$ cat src/rtl/spi_link.sv
`default_nettype none
// ============================================================================
// Module   : spi_link
// Purpose  : SPI mode-0 master, NSLAVE slaves and one-hot MISO return mux
//            in a single clock domain.
// Revision : 1.0
// ============================================================================
module spi_link #(
    parameter int NSLAVE  = 2,
    parameter int CLK_DIV = 3
) (
    input  logic                clk,
    input  logic                rst,
    input  logic [NSLAVE-1:0]   sel,
    input  logic [7:0]          master_din,
    output logic [7:0]          master_dout,
    output logic                master_new_data,
    output logic                busy,
    input  logic [8*NSLAVE-1:0] slave_din,
    output logic [8*NSLAVE-1:0] slave_dout,
    output logic [NSLAVE-1:0]   slave_done,
    output logic                sck,
    output logic                mosi,
    output logic                miso
);
    localparam logic [1:0] S_IDLE      = 2'd0;
    localparam logic [1:0] S_WAIT_HALF = 2'd1;
    localparam logic [1:0] S_TRANSFER  = 2'd2;

    localparam logic [CLK_DIV-1:0] C_HALF_LAST = {1'b0, {(CLK_DIV-1){1'b1}}};
    localparam logic [CLK_DIV-1:0] C_FULL_LAST = {CLK_DIV{1'b1}};

    logic [1:0]         state_q, state_d;
    logic [CLK_DIV-1:0] cnt_q, cnt_d;
    logic [7:0]         tx_q, tx_d;
    logic [7:0]         rx_q, rx_d;
    logic [2:0]         bit_q, bit_d;
    logic [7:0]         dout_q, dout_d;
    logic               new_data_q, new_data_d;
    logic               w_start;
    logic               w_last_fall;
    logic [NSLAVE-1:0]  w_slave_miso;

    assign w_start     = |sel;
    assign w_last_fall = (cnt_q == C_FULL_LAST) && (bit_q == 3'd7);
    assign miso        = |(sel & w_slave_miso);

    always_ff @(posedge clk or posedge rst) begin
        if (rst) begin
            state_q    <= S_IDLE;
            cnt_q      <= '0;
            tx_q       <= '0;
            rx_q       <= '0;
            bit_q      <= '0;
            dout_q     <= '0;
            new_data_q <= 1'b0;
        end else begin
            state_q    <= state_d;
            cnt_q      <= cnt_d;
            tx_q       <= tx_d;
            rx_q       <= rx_d;
            bit_q      <= bit_d;
            dout_q     <= dout_d;
            new_data_q <= new_data_d;
        end
    end

    always_comb begin
        state_d = state_q;
        case (state_q)
            S_IDLE:      if (w_start) state_d = S_WAIT_HALF;
            S_WAIT_HALF: if (cnt_q == C_HALF_LAST) state_d = S_TRANSFER;
            S_TRANSFER:  if (w_last_fall) state_d = S_IDLE;
            default:     state_d = S_IDLE;
        endcase
    end

    // Divider, shift registers and byte completion; sck edges are cnt_q roll points.
    always_comb begin
        cnt_d      = cnt_q + 1'b1;
        tx_d       = tx_q;
        rx_d       = rx_q;
        bit_d      = bit_q;
        dout_d     = dout_q;
        new_data_d = 1'b0;
        case (state_q)
            S_IDLE: begin
                cnt_d = '0;
                if (w_start) begin
                    tx_d  = master_din;
                    bit_d = '0;
                end
            end
            S_WAIT_HALF: begin
                if (cnt_q == C_HALF_LAST) cnt_d = '0;
            end
            S_TRANSFER: begin
                if (cnt_q == C_HALF_LAST) rx_d = {rx_q[6:0], miso};
                if (cnt_q == C_FULL_LAST) begin
                    tx_d  = {tx_q[6:0], 1'b0};
                    bit_d = bit_q + 3'd1;
                    if (bit_q == 3'd7) begin
                        dout_d     = rx_q;
                        new_data_d = 1'b1;
                    end
                end
            end
            default: cnt_d = '0;
        endcase
    end

    always_comb begin
        sck             = (state_q == S_TRANSFER) & cnt_q[CLK_DIV-1];
        busy            = (state_q != S_IDLE);
        mosi            = tx_q[7];
        master_dout     = dout_q;
        master_new_data = new_data_q;
    end

    for (genvar gi = 0; gi < NSLAVE; gi++) begin : g_slave
        logic       sl_ss_n_q, sl_sck1_q, sl_sck2_q, sl_mosi_q;
        logic [7:0] sl_sh_q, sl_sh_d;
        logic [2:0] sl_cnt_q, sl_cnt_d;
        logic       sl_miso_q, sl_miso_d;
        logic [7:0] sl_dout_q, sl_dout_d;
        logic       sl_done_q, sl_done_d;
        logic [7:0] w_din;
        logic       w_rise, w_fall;

        assign w_din  = slave_din[8*gi +: 8];
        assign w_rise = sl_sck1_q & ~sl_sck2_q;
        assign w_fall = ~sl_sck1_q & sl_sck2_q;

        always_ff @(posedge clk or posedge rst) begin
            if (rst) begin
                sl_ss_n_q <= 1'b1;
                sl_sck1_q <= 1'b0;
                sl_sck2_q <= 1'b0;
                sl_mosi_q <= 1'b0;
                sl_sh_q   <= '0;
                sl_cnt_q  <= '0;
                sl_miso_q <= 1'b0;
                sl_dout_q <= '0;
                sl_done_q <= 1'b0;
            end else begin
                sl_ss_n_q <= ~sel[gi];
                sl_sck1_q <= sck;
                sl_sck2_q <= sl_sck1_q;
                sl_mosi_q <= mosi;
                sl_sh_q   <= sl_sh_d;
                sl_cnt_q  <= sl_cnt_d;
                sl_miso_q <= sl_miso_d;
                sl_dout_q <= sl_dout_d;
                sl_done_q <= sl_done_d;
            end
        end

        // Reloading on the 8th rise lets the next frame's MSB go out on the 8th fall.
        always_comb begin
            sl_sh_d   = sl_sh_q;
            sl_cnt_d  = sl_cnt_q;
            sl_miso_d = sl_miso_q;
            sl_dout_d = sl_dout_q;
            sl_done_d = 1'b0;
            if (sl_ss_n_q) begin
                sl_cnt_d  = '0;
                sl_sh_d   = w_din;
                sl_miso_d = w_din[7];
            end else begin
                if (w_rise) begin
                    if (sl_cnt_q == 3'd7) begin
                        sl_dout_d = {sl_sh_q[6:0], sl_mosi_q};
                        sl_done_d = 1'b1;
                        sl_sh_d   = w_din;
                        sl_cnt_d  = '0;
                    end else begin
                        sl_sh_d  = {sl_sh_q[6:0], sl_mosi_q};
                        sl_cnt_d = sl_cnt_q + 3'd1;
                    end
                end
                if (w_fall) sl_miso_d = sl_sh_q[7];
            end
        end

        assign slave_dout[8*gi +: 8] = sl_dout_q;
        assign slave_done[gi]        = sl_done_q;
        assign w_slave_miso[gi]      = sl_miso_q;
    end

endmodule
`default_nettype wire

$ cat config.mk
export PLATFORM = sky130hd
export DESIGN_NAME = spi_link
export DESIGN_NICKNAME = d
export VERILOG_FILES = /design/src/rtl/spi_link.sv
export SDC_FILE = /design/constraint.sdc
export NUM_CORES = 1
export LEC_CHECK = 0
export CAP_MARGIN = 20
export CORE_MARGIN = 4
export CORE_UTILIZATION = 48
export DETAILED_ROUTE_END_ITERATION = 10
export GPL_TIMING_DRIVEN = 1
export PLACE_DENSITY_LB_ADDON = 0.15
export SYNTH_ARGS = -nofsm -noshare
export SYNTH_HDL_FRONTEND = slang
export SYNTH_SLANG_ARGS = --single-unit
$ cat constraint.sdc
create_clock -name clk -period 2.2 [get_ports clk]
set_input_delay 0.22 -clock clk [delete_from_list [all_inputs] [get_ports clk]]
set_output_delay 0.22 -clock clk [all_outputs]
set_load 0.02 [all_outputs]
==> metrics.txt <==
status finished clean; post-detailed-route count of antenna-violating nets 0; DRT Pass-1 Iters 4; final setup violating endpoints 0; Mapped Nets ~300; Die Area around 0.0088 mm^2; CTS Buf Count 9; WP data arrival about 1.7 ns; Peak VDD IR roughly 0.45 mV; Via Count ~2200; grt total ovfl 0; Seq/Total Area, Yosys 56.5%; wire per inst approximately 15 um; synth warn 0; WHS ~0.35 ns; final count of hold timing violations 0; sequential share of power between 50% and 60%; Die Span Y between 90 and 100 um; Worst Setup Path Type register to output port; Finished Layout Cells about 420; Startpoint Class register; slowest cell delay on critical path about 0.61 ns; Worst EP required around 2.0 ns; minimum clock period about 2.0 ns; Max Root-Sink Buffers 2; initial antenna violation count 0; H-tree levels 3; drt drc 0; clock transition at the registers of the reported paths 0.08 ns; P_leak between 1.5 and 2 nW; Detailed Route WL between 6000 and 7000 um; Hold/Removal Path Class input pin to asynchronous set/reset pin; max_cap viols 0; Ports between 50 and 60; Clk Latency, worst-skew pair between 0.3 and 0.4 ns; gpl congestion between 0.7 and 0.8; f_max a little over 500 MHz; Cell Chain, Critical Path inv_1 > ha_1 > inv_1 > clkdlybuf4s50_1; CTS tree yes; CP max FO 3; Gate Count Post-Synth between 200 and 300; CTS Hold Bufs 0; Power, Total between 3 and 4 mW; final setup skew ~0.0092 ns; Pwr Density ~750 mW/mm^2; Clk pwr share ~30%; core area between 0.007 and 0.008 mm^2; Rel. slew slack a little under three quarters; first-pass GRT wire length about 11000 um; CP Capture Type output port; post-synthesis cell type count 35; hpwl dp roughly 4300 um; Gate power share 18.5%; P&R area growth vs syn 24.2%; gr usage total roughly 15%; DR vias/cell between 5 and 6; Starting Density about 50%; Antenna Cells 0; Cells after DPL approximately 410; Largest delay share family, worst path buffers and inverters; Synth Area per Inst between 10 and 15 um^2; largest net degree at the start of global routing slightly above 80; clk sink count 80; Sw Pwr about 0.85 mW; final worst-path cycle share between 80% and 90%; Final Max Slew Viols 0; most frequent CP cell inv_1; Fin Setup TNS 0 ns; Post-Syn Area between 0.003 and 0.004 mm^2; commonest non-fill, non-tap cell in the layout dfrtp_1; vias in the first global route roughly 2300; drt initial violations 26; Buf+Inv Stages, Crit Path 3; unrepaired setup endpoints after global routing no; Critical-path top delay cell clkdlybuf4s50_1; most frequent cells in the layout dfrtp_1, clkdlybuf4s50_1, mux2_2; # nets final between 300 and 400; Chip Width 94.0 um; Port Buffers just under 60; Root Driver clkbuf_8; num rows 31; share of post-route cells with drive strength above 1 a little under a third; internal power approximately 2.5 mW; worst slew pin tran 0.422 ns; register bit total from synthesis 80; Net Sw Frac about 26%
-- power by group through the flow --
| stage | Clock, mW | Sequential, mW | Combinational, mW |
|---|---|---|---|
| after floorplan | 0 | 1.71 | 0.434 |
| after global placement | 0 | 1.74 | 0.607 |
| after detailed placement | 0 | 1.74 | 0.621 |
| final | 0.985 | 1.71 | 0.613 |
| after global routing | 1.09 | 1.74 | 0.685 |
| after CTS | 1.03 | 1.72 | 0.623 |
-- kinds of logic after synthesis --
group / count (synthesis) / share of synthesized area [%]
DFF: 80 / 56.5
muxes: 53 / 17.0
AOI/OAI and AO/OA: 51 / 12.0
and+or+nand+nor: 34 / 5.71
buffers and inverters: 24 / 3.84
adders and majority gates: 14 / 4.94
-- per-layer routing --
metal | up-vias | part of all wire (%) | GRT usage, %
li1 | 1054 | - | -
met1 | 1088 | 47 | 19.9
met2 | 40 | 48 | 24.2
met3 | 4 | 4.2 | 5.13
met4 | 0 | 0.82 | 4.33
met5 | - | 0 | 0
-- final cells by class --
cell class | instances | area, um^2
tap | 99 | 124
fill | 593 | 2810
inverter | 11 | 45.0
clock buffer | 10 | 128
clock inverter | 4 | 47.5
timing repair buffer | 65 | 648
multi-input combinational | 152 | 1410
sequential | 80 | 2000
-- final timing paths --
path	from	endpoint	slack, ns	depth (start not counted)
min reg2reg	tx_q[7]	g_slave[1].sl_mosi_q	0.42	0
min in group clk	tx_q[7]	g_slave[1].sl_mosi_q	0.42	0
max in group asynchronous	rst	g_slave[0].sl_ss_n_q	1.50	3
max	state_q[0]	busy	0.24	4
min	rst	g_slave[1].sl_sh_q[3]	0.35	3
max reg2reg	g_slave[0].sl_cnt_q[0]	g_slave[0].sl_sh_q[0]	0.31	5
-- timing repair --
item                                   in CTS  in global routing
endpoints found under the hold margin       0                  0
setup endpoints to repair                   1                  1
resized for setup                           1                  1
setup buffers                               0                  0
-- worst register-to-register path, cell delays in order (launching register included) --
cell	delay (ns)
dfrtp_1	0.40
ha_1	0.20
ha_1	0.21
or3b_1	0.54
o22a_2	0.25
o22a_1	0.18
-- synth_stat cells --
cell	number	area [um^2]
o32a_1	1	10.0
o31ai_1	2	15.0
nand2_1	13	48.8
o21ai_0	6	30.0
mux2i_1	2	20.0
clkbuf_1	3	11.3
inv_1	11	41.3
dfstp_2	2	52.6
mux2i_2	1	13.8
and2b_2	1	8.76
buf_6	3	33.8
or3b_1	2	17.5
a21boi_0	2	15.0
nor2_1	4	15.0
a21oi_1	4	20.0
mux2_2	48	541
buf_4	6	45.0
and2_1	1	6.26
nor3_1	1	5.00
nor2_4	1	11.3
nand3b_1	1	7.51
buf_2	1	5.00
o22a_1	16	140
nand3_2	1	10.0
nor2b_1	3	18.8
a21oi_2	2	17.5
a22o_1	1	8.76
dfrtp_1	78	1950
nor3b_4	1	18.8
nand2b_1	2	12.5
mux2_4	2	30.0
o22a_2	16	160
o41ai_1	1	8.76
nor3b_1	3	22.5
ha_1	14	175
-- state kept, by name, summed over array words and instances, names as in the netlist --
register / flops
g_slave.sl_miso_q: 2
bit_q: 3
g_slave.sl_sck2_q: 1
g_slave.sl_ss_n_q: 2
g_slave.sl_sh_q: 16
g_slave.sl_dout_q: 16
master_dout: 8
g_slave.sl_mosi_q: 1
g_slave.sl_done_q: 2
rx_q: 8
tx_q: 8
g_slave.sl_cnt_q: 6
cnt_q: 3
master_new_data: 1
state_q: 2
g_slave.sl_sck1_q: 1
-- metrics by stage --
step / util (%) / cell area [um^2] / setup WS [ns]
after floorplan: - / 3550 / 0.436
after global placement: 58.6 / 4230 / 0.320
after detailed placement: 58.6 / 4230 / 0.326
after CTS: 61.0 / 4400 / 0.0331
after global routing: 61.1 / 4410 / 0.137
final: 61.1 / 4410 / 0.244
Note: power is estimated with default switching activity, not from simulation.
